File: src/rtl/kappa3_mem_pkg.sv
// -----------------------------------------------------------------------------
// kappa3_mem_pkg
// Shared definitions for the load/store access controller:
//   - funct3 encodings of the supported load/store widths
//   - FSM state encoding of mem_access_ctrl
//   - req_legal(): decides whether a latched request may reach memory
// No ports (package).
// -----------------------------------------------------------------------------
package kappa3_mem_pkg;

  localparam logic [2:0] F3_B  = 3'b000;
  localparam logic [2:0] F3_H  = 3'b001;
  localparam logic [2:0] F3_W  = 3'b010;
  localparam logic [2:0] F3_BU = 3'b100;
  localparam logic [2:0] F3_HU = 3'b101;

  typedef enum logic [1:0] {
    ST_IDLE   = 2'd0,
    ST_ACCESS = 2'd1,
    ST_DONE   = 2'd2
  } state_e;

  // A request is legal when its width exists for its direction and the
  // address is naturally aligned for that width.
  function automatic logic req_legal(input logic [2:0] f3,
                                     input logic       we,
                                     input logic [1:0] addr_lo);
    logic f3_ok;
    logic align_ok;
    if (we) begin
      f3_ok = (f3 == F3_B) || (f3 == F3_H) || (f3 == F3_W);
    end else begin
      f3_ok = (f3 == F3_B) || (f3 == F3_H) || (f3 == F3_W) ||
              (f3 == F3_BU) || (f3 == F3_HU);
    end
    case (f3[1:0])
      2'b01:   align_ok = (addr_lo[0] == 1'b0);
      2'b10:   align_ok = (addr_lo == 2'b00);
      default: align_ok = 1'b1;
    endcase
    return f3_ok && align_ok;
  endfunction

endpackage

File: src/rtl/mem_lane_conv.sv
// -----------------------------------------------------------------------------
// mem_lane_conv
// Purely combinational byte-lane logic between the core-side view (right
// aligned data, byte address) and the memory-side view (word bus + enables).
// Ports:
//   funct3_i     in  3   access width / signedness
//   addr_lo_i    in  2   byte offset within the word
//   wdata_i      in  32  right-aligned store data
//   mem_rdata_i  in  32  word read from memory
//   wrbits_o     out 4   byte enables for a store of this width/offset
//   wdata_rep_o  out 32  store data replicated across all lanes
//   rdata_ext_o  out 32  selected load lane, sign/zero extended
// -----------------------------------------------------------------------------
module mem_lane_conv
  import kappa3_mem_pkg::*;
(
  input  logic [2:0]  funct3_i,
  input  logic [1:0]  addr_lo_i,
  input  logic [31:0] wdata_i,
  input  logic [31:0] mem_rdata_i,
  output logic [3:0]  wrbits_o,
  output logic [31:0] wdata_rep_o,
  output logic [31:0] rdata_ext_o
);

  logic [7:0]  byte_lane [4];
  logic [15:0] half_lane [2];

  genvar gi;
  generate
    for (gi = 0; gi < 4; gi++) begin : g_byte
      assign byte_lane[gi] = mem_rdata_i[8*gi +: 8];
    end
    for (gi = 0; gi < 2; gi++) begin : g_half
      assign half_lane[gi] = mem_rdata_i[16*gi +: 16];
    end
  endgenerate

  // Store side: enables and lane replication.
  always_comb begin
    wrbits_o    = 4'b0000;
    wdata_rep_o = wdata_i;
    case (funct3_i[1:0])
      2'b00: begin
        wrbits_o    = 4'b0001 << addr_lo_i;
        wdata_rep_o = {4{wdata_i[7:0]}};
      end
      2'b01: begin
        wrbits_o    = 4'b0011 << addr_lo_i;
        wdata_rep_o = {2{wdata_i[15:0]}};
      end
      2'b10: begin
        wrbits_o    = 4'b1111;
        wdata_rep_o = wdata_i;
      end
      default: begin
        wrbits_o    = 4'b0000;
        wdata_rep_o = wdata_i;
      end
    endcase
  end

  // Load side: pick the lane, then extend. funct3[2] set means unsigned.
  logic [7:0]  sel_byte;
  logic [15:0] sel_half;
  logic        sign_ext;

  always_comb begin
    sel_byte    = byte_lane[addr_lo_i];
    sel_half    = half_lane[addr_lo_i[1]];
    sign_ext    = ~funct3_i[2];
    rdata_ext_o = mem_rdata_i;
    case (funct3_i[1:0])
      2'b00:   rdata_ext_o = {{24{sign_ext & sel_byte[7]}}, sel_byte};
      2'b01:   rdata_ext_o = {{16{sign_ext & sel_half[15]}}, sel_half};
      default: rdata_ext_o = mem_rdata_i;
    endcase
  end

endmodule

File: src/rtl/mem_access_ctrl.sv
// -----------------------------------------------------------------------------
// mem_access_ctrl
// Single-outstanding load/store controller. A start pulse in IDLE latches the
// request; legal requests run one memory cycle (with timeout), illegal ones
// finish immediately with err. done pulses for one cycle at completion.
// Ports:
//   clk_i, rst_ni      clock, asynchronous active-low reset
//   start_i            request pulse (only seen in IDLE)
//   ir_i[31:0]         instruction word, funct3 = ir_i[14:12]
//   we_i               1 = store, 0 = load
//   addr_i[31:0]       byte address
//   wdata_i[31:0]      right-aligned store data
//   busy_o             not IDLE
//   done_o             one-cycle completion pulse
//   err_o              error flag, held until the next accepted start
//   rdata_o[31:0]      converted load result, held
//   mem_req_o          memory request, high throughout ACCESS
//   mem_we_o           write qualifier
//   mem_addr_o[31:0]   word-aligned address
//   mem_wdata_o[31:0]  lane-replicated store data
//   mem_wrbits_o[3:0]  byte enables
//   mem_ack_i          memory completion
//   mem_rdata_i[31:0]  memory read word, valid with mem_ack_i
// -----------------------------------------------------------------------------
module mem_access_ctrl
  import kappa3_mem_pkg::*;
#(
  parameter int unsigned TIMEOUT = 15
) (
  input  logic        clk_i,
  input  logic        rst_ni,
  input  logic        start_i,
  input  logic [31:0] ir_i,
  input  logic        we_i,
  input  logic [31:0] addr_i,
  input  logic [31:0] wdata_i,
  output logic        busy_o,
  output logic        done_o,
  output logic        err_o,
  output logic [31:0] rdata_o,
  output logic        mem_req_o,
  output logic        mem_we_o,
  output logic [31:0] mem_addr_o,
  output logic [31:0] mem_wdata_o,
  output logic [3:0]  mem_wrbits_o,
  input  logic        mem_ack_i,
  input  logic [31:0] mem_rdata_i
);

  localparam logic [3:0] TIMEOUT_CNT = 4'(TIMEOUT);

  state_e      state_q, state_d;
  logic [2:0]  f3_q, f3_d;
  logic        we_q, we_d;
  logic [31:0] addr_q, addr_d;
  logic [31:0] wdata_q, wdata_d;
  logic [3:0]  cnt_q, cnt_d;
  logic        err_q, err_d;
  logic [31:0] rdata_q, rdata_d;

  logic        accept;
  logic        legal;
  logic        timed_out;
  logic [3:0]  lane_wrbits;
  logic [31:0] lane_wdata;
  logic [31:0] lane_rdata;

  // Only funct3 of the instruction word is relevant here.
  logic unused_ir;
  assign unused_ir = ^{ir_i[31:15], ir_i[11:0]};

  assign accept    = (state_q == ST_IDLE) && start_i;
  assign legal     = req_legal(ir_i[14:12], we_i, addr_i[1:0]);
  assign timed_out = (cnt_q == TIMEOUT_CNT);

  // ---------------------------------------------------------------------------
  // FSM: state register
  // ---------------------------------------------------------------------------
  always_ff @(posedge clk_i or negedge rst_ni) begin
    if (!rst_ni) begin
      state_q <= ST_IDLE;
    end else begin
      state_q <= state_d;
    end
  end

  // ---------------------------------------------------------------------------
  // FSM: next state
  // ---------------------------------------------------------------------------
  always_comb begin
    state_d = state_q;
    case (state_q)
      ST_IDLE: begin
        if (start_i) begin
          state_d = legal ? ST_ACCESS : ST_DONE;
        end
      end
      ST_ACCESS: begin
        if (mem_ack_i || timed_out) begin
          state_d = ST_DONE;
        end
      end
      ST_DONE: state_d = ST_IDLE;
      default: state_d = ST_IDLE;
    endcase
  end

  // ---------------------------------------------------------------------------
  // FSM: outputs
  // ---------------------------------------------------------------------------
  always_comb begin
    busy_o       = (state_q != ST_IDLE);
    done_o       = (state_q == ST_DONE);
    mem_req_o    = 1'b0;
    mem_we_o     = 1'b0;
    mem_wrbits_o = 4'b0000;
    if (state_q == ST_ACCESS) begin
      mem_req_o    = 1'b1;
      mem_we_o     = we_q;
      mem_wrbits_o = we_q ? lane_wrbits : 4'b0000;
    end
  end

  // Address and data follow the latched request; they only matter while
  // mem_req_o is high.
  assign mem_addr_o  = {addr_q[31:2], 2'b00};
  assign mem_wdata_o = lane_wdata;
  assign err_o       = err_q;
  assign rdata_o     = rdata_q;

  // ---------------------------------------------------------------------------
  // Request latches, wait counter and result registers
  // ---------------------------------------------------------------------------
  always_comb begin
    f3_d    = f3_q;
    we_d    = we_q;
    addr_d  = addr_q;
    wdata_d = wdata_q;
    cnt_d   = cnt_q;
    err_d   = err_q;
    rdata_d = rdata_q;
    if (accept) begin
      f3_d    = ir_i[14:12];
      we_d    = we_i;
      addr_d  = addr_i;
      wdata_d = wdata_i;
      cnt_d   = 4'd0;
      // Illegal requests skip ACCESS, so their error is known right away.
      err_d   = ~legal;
    end else if (state_q == ST_ACCESS) begin
      if (mem_ack_i) begin
        err_d = 1'b0;
        if (!we_q) begin
          rdata_d = lane_rdata;
        end
      end else if (timed_out) begin
        err_d = 1'b1;
      end else begin
        cnt_d = cnt_q + 4'd1;
      end
    end
  end

  always_ff @(posedge clk_i or negedge rst_ni) begin
    if (!rst_ni) begin
      f3_q    <= 3'b000;
      we_q    <= 1'b0;
      addr_q  <= 32'd0;
      wdata_q <= 32'd0;
      cnt_q   <= 4'd0;
      err_q   <= 1'b0;
      rdata_q <= 32'd0;
    end else begin
      f3_q    <= f3_d;
      we_q    <= we_d;
      addr_q  <= addr_d;
      wdata_q <= wdata_d;
      cnt_q   <= cnt_d;
      err_q   <= err_d;
      rdata_q <= rdata_d;
    end
  end

  // ---------------------------------------------------------------------------
  // Lane conversion
  // ---------------------------------------------------------------------------
  mem_lane_conv u_lane (
    .funct3_i    (f3_q),
    .addr_lo_i   (addr_q[1:0]),
    .wdata_i     (wdata_q),
    .mem_rdata_i (mem_rdata_i),
    .wrbits_o    (lane_wrbits),
    .wdata_rep_o (lane_wdata),
    .rdata_ext_o (lane_rdata)
  );

endmodule

File: config.mk
export PLATFORM = sky130hd
export DESIGN_NAME = mem_access_ctrl
export DESIGN_NICKNAME = d
export VERILOG_FILES = /design/src/rtl/kappa3_mem_pkg.sv /design/src/rtl/mem_lane_conv.sv /design/src/rtl/mem_access_ctrl.sv
export SDC_FILE = /design/constraint.sdc
export NUM_CORES = 1
export LEC_CHECK = 0
export CORE_ASPECT_RATIO = 2
export CORE_MARGIN = 1
export CORE_UTILIZATION = 45
export CTS_BUF_LIST = sky130_fd_sc_hd__clkbuf_4 sky130_fd_sc_hd__clkbuf_8
export CTS_CLUSTER_SIZE = 8
export DETAILED_ROUTE_END_ITERATION = 10
export GPL_TIMING_DRIVEN = 0
export PLACE_DENSITY = 0.93
export SKIP_LAST_GASP = 1
export SLEW_MARGIN = 30
export SYNTH_ARGS = -nofsm -noshare
export SYNTH_HDL_FRONTEND = slang
export SYNTH_HIERARCHICAL = 1
export SYNTH_SLANG_ARGS = --single-unit
File: constraint.sdc
create_clock -name clk_i -period 1.94 [get_ports clk_i]
set_input_delay 0.291 -clock clk_i [delete_from_list [all_inputs] [get_ports clk_i]]
set_output_delay 0.291 -clock clk_i [all_outputs]
set_load 0.01 [all_outputs]
======== Word-level counts from Yosys, hierarchy flattened ========
Cells that the tools add are included.
word-level totals
  input bits .............................. 133
  logic and storage cells ................. 82
  flip-flop bits (word level) ............. 107
  output and inout port bits .............. 105
cells by class
  muxes and demuxes ....................... 27
  equal/unequal tests ..................... 15
  bitwise operators ....................... 9
  shift-type cells ........................ 2
  reduce and logical (&&, ||, !) cells .... 18
  magnitude comparators ................... 2
  add/sub/neg operators ................... 1
operators with widths
  operator                                          count
  case mux 32 bit (2 select lines)                  2
  2-to-1 mux 16 bit                                 3
  2-to-1 mux 4 bit                                  6
  binary-select mux 8 bit (select 2 bit)            1
  2-to-1 mux 8 bit                                  2
  case mux 4 bit (3 select lines)                   1
  2-to-1 mux 1 bit                                  7
  == test 2 x 1 -> 1 bit (second input constant)    3
  == test 2 bit (second input constant)             3
  == test 3 bit (second input constant)             2
  logical NOT 2 bit                                 3
  2-to-1 mux 2 bit                                  3
  != test 2 bit (second input constant)             3
  logical OR 1 bit                                  5
  inverter 1 bit                                    5
  adder 4 x 1 -> 4 bit (second input constant)      1
  == test 4 bit (second input constant)             1
  case mux 2 bit (2 select lines)                   1
  AND reduction 2 bit                               2
  AND reduction 4 bit                               1
  nonzero test 2 bit                                2
  << shifter 1 x 2 -> 4 bit (first input constant)  1
  << shifter 2 x 2 -> 4 bit (first input constant)  1
  == test 3 x 1 -> 1 bit (second input constant)    1
  other kinds (12)                                  14

======== Logic depth before layout (Yosys ltp) ========
Gate-level depths: netlist (run 1).
  word-level depth ........................ 10
  depth in mapped cells ................... 7
  gate-level depth less buffers ........... 6

======== Modules after synthesis ========
Netlist (run 1), hierarchy kept.
modules (own cells, without submodules)
  module           sequential area each (um^2)  instances  area each (um^2)  cells each
  mem_access_ctrl  2677.6                       1          4483.0            439
  mem_lane_conv    0.0                          1          1313.8            194

======== Worst setup path after synthesis (run 1) ========
No wires, ideal clock.
  path kind ............................... register to register
  from .................................... register addr_q[0]
  to ...................................... register rdata_q[10] (netlist: rdata_o[10])
  required time ........................... 1815 ps
  arrival time ............................ 1624 ps
  clock period less this slack ............ 1748 ps
  setup slack ............................. 192 ps
  buffers on the path ..................... 0
  cell stages (with the launch flop) ...... 5
  setup time .............................. 125 ps
  cells stage by stage .................... dfrtp_1 mux4_2 nor3b_4 a221o_1 mux2_2
between the ends
  longest elaborated chain between the ends .. 6
ends and longest elaborated chain
  element                                               line                    RTL
  from (decl)                                           mem_access_ctrl.sv:55   logic [31:0] addr_q, addr_d;
  from (signal assigned)                                mem_access_ctrl.sv:176  addr_q <= addr_d;
  inverter 2 -> 3 bit (not written as such)             mem_lane_conv.sv:69     sel_byte = byte_lane[addr_lo_i];
  binary-select mux 8 bit (select 2 bit)                mem_lane_conv.sv:69
  2-to-1 mux 8 bit (not written as such) (2 in series)  mem_lane_conv.sv:69
  AND 1 bit                                             mem_lane_conv.sv:74     2'b00: rdata_ext_o = {{24{sign_ext & sel_byte[7]}}, sel_byte};
  case mux 32 bit (2 select lines)                      mem_lane_conv.sv:73     case (funct3_i[1:0])
  net lane_rdata[10]                                    mem_access_ctrl.sv:66   logic [31:0] lane_rdata;
  to (signal assigned)                                  mem_access_ctrl.sv:180  rdata_q <= rdata_d;
  to (decl)                                             mem_access_ctrl.sv:59   logic [31:0] rdata_q, rdata_d;
The timed path passes the listed nets, and every way through them passes these cells. The select of a mux whose other input is x is not followed.
A chain may end at the register's enable or synchronous reset.

======== Final worst setup path (run 1) ========
  from .................................... register f3_q[1]
  to ...................................... output port mem_wdata_o[8]
between the ends
  longest elaborated chain between the ends .. 2
  elaborated cells between the ends (all ways) .. 3
  those cells by class .................... 1 x eq/ne; 1 x mux; 1 x reduce/logical
ends and longest elaborated chain
  element                                                      line                    RTL
  from (decl)                                                  mem_access_ctrl.sv:53   logic [2:0] f3_q, f3_d;
  from (signal assigned)                                       mem_access_ctrl.sv:166  f3_q <= 3'b000;
  from (signal assigned)                                       mem_access_ctrl.sv:174  f3_q <= f3_d;
  == test 2 x 1 -> 1 bit or logical NOT 2 bit (tied branches)  mem_lane_conv.sv:43     case (funct3_i[1:0])
  case mux 32 bit (2 select lines) *                           mem_lane_conv.sv:43
  to (decl)                                                    mem_access_ctrl.sv:44   output logic [31:0] mem_wdata_o,
Every way passes the cells marked *; elsewhere a longest branch is shown, timed or not.

==> results of run 1 <==
-- sequential cells by signal, summed over array words and instances, names as in the netlist --
name / flops
err_o: 1
rdata_o: 32
addr_q: 32
we_q: 1
cnt_q: 4
f3_q: 3
state_q: 2
wdata_q: 32
-- Yosys cell counts, drive strengths merged (5+ instances only) --
library cell | instances | area (µm²)
mux4 | 8 | 180
mux2 | 41 | 462
and3 | 5 | 32.5
a22o | 7 | 61.3
mux2i | 11 | 110
a21oi | 35 | 179
o22ai | 8 | 50.1
inv | 7 | 26.3
nor2 | 15 | 56.3
nor2b | 9 | 56.3
dfrtp | 107 | 2680
a211oi | 8 | 60.1
o21ai | 17 | 85.1
a221o | 7 | 70.1
buf | 70 | 490
nand2b | 5 | 38.8
clkbuf | 11 | 41.3
nand2 | 235 | 882
-- area by class of cell --
| class | count | area share |
|---|---|---|
| clock inverter | 5 | 0.00512 |
| multi-input combinational | 439 | 0.305 |
| clock buffer | 11 | 0.0177 |
| tap | 150 | 0.0219 |
| buffer | 78 | 0.0749 |
| timing repair buffer | 236 | 0.257 |
| sequential | 107 | 0.314 |
| inverter | 7 | 0.00380 |
-- critical path: stages (launching register included) --
cell and delay, ps:
dfrtp_1 430, buf_4 150, or2_1 220, buf_6 140, buf_8 140, nand2_1 70
nand2_1 60, buf_2 140
-- power groups by stage --
stage	Combinational, µW	Clock (µW)	Sequential (µW)
2_1_floorplan	2770	0	3610
4_1_cts	5780	1410	3570
5_1_grt	6410	1490	3670
3_3_place_gp	5420	0	3570
3_5_place_dp	5540	0	3600
6_report	5950	1380	3570
-- cell families (layout without fill, tap and decap cells) --
| logic type | after synthesis | in the layout | share of synthesized area |
|---|---|---|---|
| AND/OR/NAND/NOR | 280 | 280 | 0.201 |
| flip-flops | 107 | 107 | 0.462 |
| AO/OA/AOI/OAI | 92 | 92 | 0.101 |
| buffers and inverters | 88 | 337 | 0.0963 |
| multiplexers | 60 | 60 | 0.130 |
| adder cells (fa/ha/maj) | 4 | 4 | 0.00863 |
| other | 1 | 2 | 0.000647 |
| XOR/XNOR | 1 | 1 | 0.00151 |
-- per-layer routing --
metal	wire, µm	vias to the layer above	share of wire	track usage
met5	0	-	0	0
met4	912	0	0.048	0.170
met3	1290	66	0.068	0.0661
met2	10200	279	0.54	0.529
met1	6400	2557	0.34	0.298
li1	-	2551	-	-
-- per-stage QoR --
stage                     hold WS (ps)  cells  setup WS (ps)
after floorplan                  -4.59    634            192
after global placement             452    990          -3500
after detailed placement           239    991           -641
after CTS                          399   1022           -110
after global routing               420   1033           -115
final                              399   1033          -58.2
-- what timing repair did --
item,4_1_cts,5_1_grt
setup endpoints to repair,36,44
setup buffers,15,12
gates resized for setup,139,47
pin swaps,0,4
gates cloned,0,1
endpoints found under the hold margin,40,0
hold buffers,1,0
-- final timing paths --
path | start | endpoint | depth (start not counted)
setup / recovery | f3_q[1] | mem_wdata_o[8] | 7
hold / removal | rst_ni | addr_q[4] | 2
setup reg to reg | addr_q[1] | rdata_o[5] | 6
hold reg to reg | wdata_q[22] | wdata_q[22] | 2
max in group asynchronous | rst_ni | rdata_o[16] | 3
min in group clk_i | addr_i[24] | addr_q[24] | 3
==> impl_metrics.toml, run 1 <==
[place]
dp_hpwl_mm = 13.7
dpl_cell_area_mm2 = 0.00808
finalWeightedCongestion = 0.897
portBuffers = 206

[cts]
root_buffer = "clkbuf_8"
clock_latency_ps = 370
clkSlewWorstSetupHoldPaths_ps = 110
cts_buffers = 9
cts.sinks = 107
cts_tree = "yes"
clock_path_buffers = 2
htreeDepth = 3

[logic_synthesis]
syn_inst = 633
syn_area_per_cell_um2 = 9.16
synth_edf_count = 0
yosys.cell_types.count = 42
synthArstFlopShare = 1.00
synth_seq_cells = 107
synth_area_mm2 = 0.00580
synth_warnings = 6
synth_seq_area_share = 0.462
synthFlopType = "dfrtp_1"

[run_status]
status = "complete, but fails checks"
violations = "setup timing"

[grt]
grt_pass1_wl_mm = 28.8
grt_usage = 0.294
antenna_found_initial = 0
global_route.overflow_total = 0
grt_pass1_vias = 5755
grt_start_max_net_pins = 68

[routing]
drt_wl_total_mm = 18.9
first_pass_iters = 8
dr_total_vias = 5453
drt_iter0_markers = 287
wl_per_cell_um = 18.2
post-route-drc-count = 0
drtAntennaViolNets = 0
drt-vias-per-instance = 5.28

[timing]
setup_violations = 10
skew_ps = 11.0
rsz0062_at_grt = "yes"
finalCritPeriodShare = 1.03
min_period_ps = 2000
clock.fmax_mhz = 500
relSlewSlack = 0.653
slew_violations = 0
hold_viol = 0
finalSetupTns_ps = -443
tightest_slew_ps = 519
layout_setup_ws_ps = -58.2

[cells_and_area]
layout.cells.most_common = "nand2_1"
final_nets = 1015
syn_to_final_growth_pct = 47.5
final_core_util = 0.681
layout_common_cells = "nand2_1 (235), clkdlybuf4s50_1 (175), dfrtp_1 (104)"
seqCellArea_mm2 = 0.00268
final_area_mm2 = 0.00855
nFillCells = 921
multi_input_area_mm2 = 0.00261
diodes = 0
drive_gt1_frac = 0.245

[power_and_ir_drop]
p_seq_frac = 0.327
p_clk_frac = 0.127
powerDensity_mw_per_mm2 = 1270
power.share.combinational = 0.546
internal-power_uw = 6830
swShare = 0.373
p_sw_uw = 4070
leakagePower_uw = 0.00413
p_total_uw = 10900
ir_drop_v = 0.000768

[critical_path]
cp.arrival_ps = 1710
worst_setup_path_end_kind = "output port"
cp-start-kind = "flop"
timing.critical_path.required_ps = 1650
path_class = "reg2out"
crit_fanout = 9
reg2reg_slack_ps = -30

[worst_hold_path]
hp-class = "in2async"

[floorplanning]
rows = 58
dieArea_mm2 = 0.0134
io_pins = 238
die_y_um = 163
core_area_mm2 = 0.0126
die_x_um = 82.3
start_util = 0.462

[job]
max_cap_violations = 0
No activity file was read; power rests on OpenSTA's default activity.
==> run 2, diff against run 1 <==
- CORE_MARGIN: 1 -> not set
- SLEW_MARGIN: 30 -> 20
==> impl_metrics.toml, run 2 (same netlist as run 1, synthesis figures left out) <==
[run_status]
status = "complete, but fails checks"
violations = "setup timing"

[timing]
finalSetupTns_ps = -75.5
skew_ps = 18.2
layout_setup_ws_ps = -29.1
finalCritPeriodShare = 1.02
min_period_ps = 1970
relSlewSlack = 0.662
clock.fmax_mhz = 508
slew_violations = 0
hold_viol = 0
rsz0062_at_grt = "yes"
setup_violations = 8
tightest_slew_ps = 507

[floorplanning]
start_util = 0.462
dieArea_mm2 = 0.0134
core_area_mm2 = 0.0126
die_y_um = 163
io_pins = 238
rows = 58
die_x_um = 82.3

[critical_path]
crit_fanout = 8
cp-start-kind = "flop"
timing.critical_path.required_ps = 1650
worst_setup_path_end_kind = "output port"
cp.arrival_ps = 1680
path_cells = "or2_1 > buf_6 > buf_8 > nand2_2 > nand2_1 > buf_2"
slowest_stage = "dfrtp_2"
max_stage_delay_ps = 520
crit_buf_inv = 3
crit_family = "flip-flops"
path_class = "reg2out"

[cts]
clkSlewWorstSetupHoldPaths_ps = 120
clock_latency_ps = 370
clock_path_buffers = 2
root_buffer = "clkbuf_8"
cts_buffers = 9
cts_tree = "yes"
cts.sinks = 107
htreeDepth = 3

[routing]
dr_total_vias = 5585
drtAntennaViolNets = 0
drt_wl_total_mm = 19.1
wl_per_cell_um = 18.4
drt-vias-per-instance = 5.37
post-route-drc-count = 0
first_pass_iters = 5
drt_iter0_markers = 261

[cells_and_area]
layout_common_cells = "nand2_1 (222), clkdlybuf4s50_1 (175), dfrtp_1 (104)"
nFillCells = 889
drive_gt1_frac = 0.264
final_core_util = 0.699
fin_cells = 1041
syn_to_final_growth_pct = 51.3
layout.cells.most_common = "nand2_1"
diodes = 0
final_nets = 1023

[grt]
grt_pass1_vias = 5740
grt_usage = 0.292
grt_start_max_net_pins = 80
global_route.overflow_total = 0
grt_pass1_wl_mm = 28.6
antenna_found_initial = 0

[job]
max_cap_violations = 0

[place]
portBuffers = 206
place_inst = 991
place_ws_ps = -637
finalWeightedCongestion = 0.897
dp_hpwl_mm = 13.8

[power_and_ir_drop]
p_total_uw = 11400
ir_drop_v = 0.000769
leakagePower_uw = 0.00422
powerDensity_mw_per_mm2 = 1300

[worst_hold_path]
hp-class = "in2async"
## run 2: timing repair
item | in CTS | in global routing
hold buffers | 1 | 0
endpoints found under the setup margin | 36 | 41
resized for setup | 148 | 65
pin swaps | 18 | 8
buffers inserted | 17 | 14
endpoints found under the hold margin | 28 | 0
gates cloned | 1 | 2
## run 2: power by group
part / switching (µW) / leakage, µW / internal (µW)
clock: 827 / 0.000115 / 749
sequential: 600 / 0.00133 / 3010
combinational: 2760 / 0.00278 / 3460
total: 4190 / 0.00422 / 7220
## run 2: path summary, 6_finish.rpt
| check | startpoint | to | slack [ps] | cells past startpoint |
|---|---|---|---|---|
| setup / recovery | f3_q[0] | mem_wdata_o[11] | -30 | 6 |
| hold / removal | rst_ni | addr_q[16] | 350 | 2 |
| setup reg to reg | addr_q[0] | rdata_o[10] | 10 | 5 |
| hold reg to reg | wdata_q[22] | wdata_q[22] | 480 | 2 |
| max in group asynchronous | rst_ni | wdata_q[30] | 890 | 3 |
| min in group clk_i | addr_i[30] | addr_q[30] | 430 | 3 |
## run 2: worst reg2reg max path: cells and delay by family (launching register included)
family / cells / cell delay [ps]
AND/OR/NAND/NOR: 1 / 210
buffers and inverters: 1 / 110
multiplexers: 2 / 790
AO/OA/AOI/OAI: 1 / 310
flip-flops: 1 / 400
## run 2: area by class of cell
cell class | instances | area (µm²) | share of cell area
clock inverter | 7 | 104 | 0.0118
sequential | 107 | 2680 | 0.306
clock buffer | 9 | 124 | 0.0141
multi-input combinational | 439 | 2660 | 0.304
inverter | 7 | 32.5 | 0.00371
buffer | 80 | 661 | 0.0753
tap | 150 | 188 | 0.0214
timing repair buffer | 242 | 2320 | 0.264
## run 2: through the flow
step	hold slack (ps)	area [µm²]
2_1_floorplan	-4.59	5800
3_3_place_gp	452	8050
3_5_place_dp	188	8080
4_1_cts	337	8560
5_1_grt	363	8770
6_report	347	8770
## run 2: routing by layer
metal,vias to the layer above,GRT usage,part of all wire
met5,-,0,0
met4,0,0.173,0.048
met3,68,0.0683,0.071
met2,314,0.529,0.55
met1,2635,0.287,0.33
li1,2568,-,-
==> run 3, diff against run 2 <==
- CAP_MARGIN: not set -> 20
- DONT_BUFFER_PORTS: not set -> 1
- PLACE_DENSITY: 0.93 -> 0.7
==> impl_metrics.toml, run 3 (same netlist as run 1, synthesis figures left out) <==
[run_status]
status = "complete, but fails checks"
violations = "hold timing"

[critical_path]
path_class = "reg2out"
reg2reg_slack_ps = 30
cp.arrival_ps = 1620
cp-start-kind = "flop"
timing.critical_path.required_ps = 1650
worst_setup_path_end_kind = "output port"
crit_fanout = 10

[timing]
setup_violations = 0
skew_ps = 9.10
layout_setup_ws_ps = 24.0
clock.fmax_mhz = 522
hold_viol = 107
rsz0062_at_grt = "yes"
finalCritPeriodShare = 0.988
min_period_ps = 1920
tightest_slew_ps = 532
timing.hold.ws_ps = -395
relSlewSlack = 0.645
slew_violations = 0

[cells_and_area]
layout.cells.most_common = "nand2_1"
syn_to_final_growth_pct = 13.4
fin_cells = 824
nFillCells = 1158
drive_gt1_frac = 0.264
multi_input_area_mm2 = 0.00264
layout_common_cells = "nand2_1 (232), dfrtp_1 (104), buf_4 (54)"
diodes = 0
seqCellArea_mm2 = 0.00268
final_nets = 806

[cts]
cts.sinks = 107
cts_tree = "yes"
clock_path_buffers = 2
cts_buffers = 9
root_buffer = "clkbuf_8"
clock_latency_ps = 370
clkSlewWorstSetupHoldPaths_ps = 110
htreeDepth = 3

[place]
finalWeightedCongestion = 0.944
dp_hpwl_mm = 12.3
place_ws_ps = -118
portBuffers = 0
place_inst = 784

[routing]
wl_per_cell_um = 19.8
first_pass_iters = 4
drt_wl_total_mm = 16.3
drt_iter0_markers = 285
post-route-drc-count = 0
dr_total_vias = 4580
drtAntennaViolNets = 0
drt-vias-per-instance = 5.56

[worst_hold_path]
hp-class = "in2async"

[grt]
antenna_found_initial = 0
global_route.overflow_total = 0
grt_usage = 0.246
grt_pass1_vias = 4704
grt_pass1_wl_mm = 24.0
grt_start_max_net_pins = 108

[floorplanning]
start_util = 0.462
core_area_mm2 = 0.0126
die_y_um = 163
dieArea_mm2 = 0.0134
rows = 58
io_pins = 238
die_x_um = 82.3

[power_and_ir_drop]
leakagePower_uw = 0.00325
ir_drop_v = 0.000662
powerDensity_mw_per_mm2 = 1370

[job]
max_cap_violations = 0
-- run 3: cell types whose count changed in the layout (fill, tap and decap cells not counted), moves of 4 or more --
cell | before | now
buf_4 | 69 | 54
o21ai_2 | 1 | 8
buf_2 | 27 | 14
buf_8 | 5 | 1
and3_4 | 0 | 4
o21ai_1 | 7 | 0
clkdlybuf4s50_1 | 175 | 0
buf_6 | 21 | 12
nand2_2 | 10 | 3
clkbuf_2 | 10 | 0
and3_1 | 4 | 0
clkbuf_8 | 10 | 14
dlygate4sd3_1 | 1 | 15
nand2_1 | 222 | 232
-- run 3: final cells by class --
class | count | share of cell area
Buffer | 80 | 0.0946
Inverter | 7 | 0.00400
Clock buffer | 11 | 0.0230
Clock inverter | 5 | 0.00647
Timing Repair Buffer | 25 | 0.0343
Tap cell | 150 | 0.0286
Sequential cell | 107 | 0.408
Multi-Input combinational cell | 439 | 0.401
-- run 3: power by group --
group / internal (µW) / switching [µW] / leakage, µW
Sequential: 3010 / 798 / 0.00133
Clock: 558 / 814 / 0.000102
Combinational: 1770 / 2030 / 0.00182
-- run 3: timing repair --
item                                    CTS  global route
endpoints found under the setup margin   47            39
hold endpoints to repair                119           110
hold buffers                             12             3
resized for setup                        42            23
buffers inserted                          5             5
-- run 3: routing by layer --
layer / part of all wire / global-route usage / up-vias
met3: 0.085 / 0.0661 / 39
met2: 0.56 / 0.459 / 237
met1: 0.32 / 0.233 / 2181
met5: 0 / 0 / -
li1: - / - / 2123
met4: 0.036 / 0.124 / 0
-- run 3: per-stage QoR --
stage	TNS [ps]	util	cell area, µm²	hold WS (ps)	power [µW]
final	0	0.524	6570	-395	8980
after global routing	-243	0.524	6570	-439	9540
after CTS	-2.80	0.513	6440	-426	8870
after detailed placement	-920	0.477	5990	-1.01	7290
after global placement	-545	0.477	5990	0.854	7160
after floorplan	0	-	5800	-4.59	6380
-- run 3: worst max-delay path: stages, from the launching register on --
cell,delay (ps)
dfrtp_1,430
buf_6,160
clkbuf_8,170
o31ai_1,260
and3_4,240
-- run 3: path summary, 6_finish.rpt --
kind                       cells after the start         from         endpoint
min reg2reg                                    2   addr_q[11]       addr_q[11]
max reg2reg                                    4    addr_q[0]      rdata_o[14]
min                                            0       rst_ni      rdata_o[10]
max in group asynchronous                      0       rst_ni      wdata_q[12]
min in group clk_i                             2  wdata_i[21]      wdata_q[21]
max                                            4      f3_q[1]  mem_wrbits_o[0]
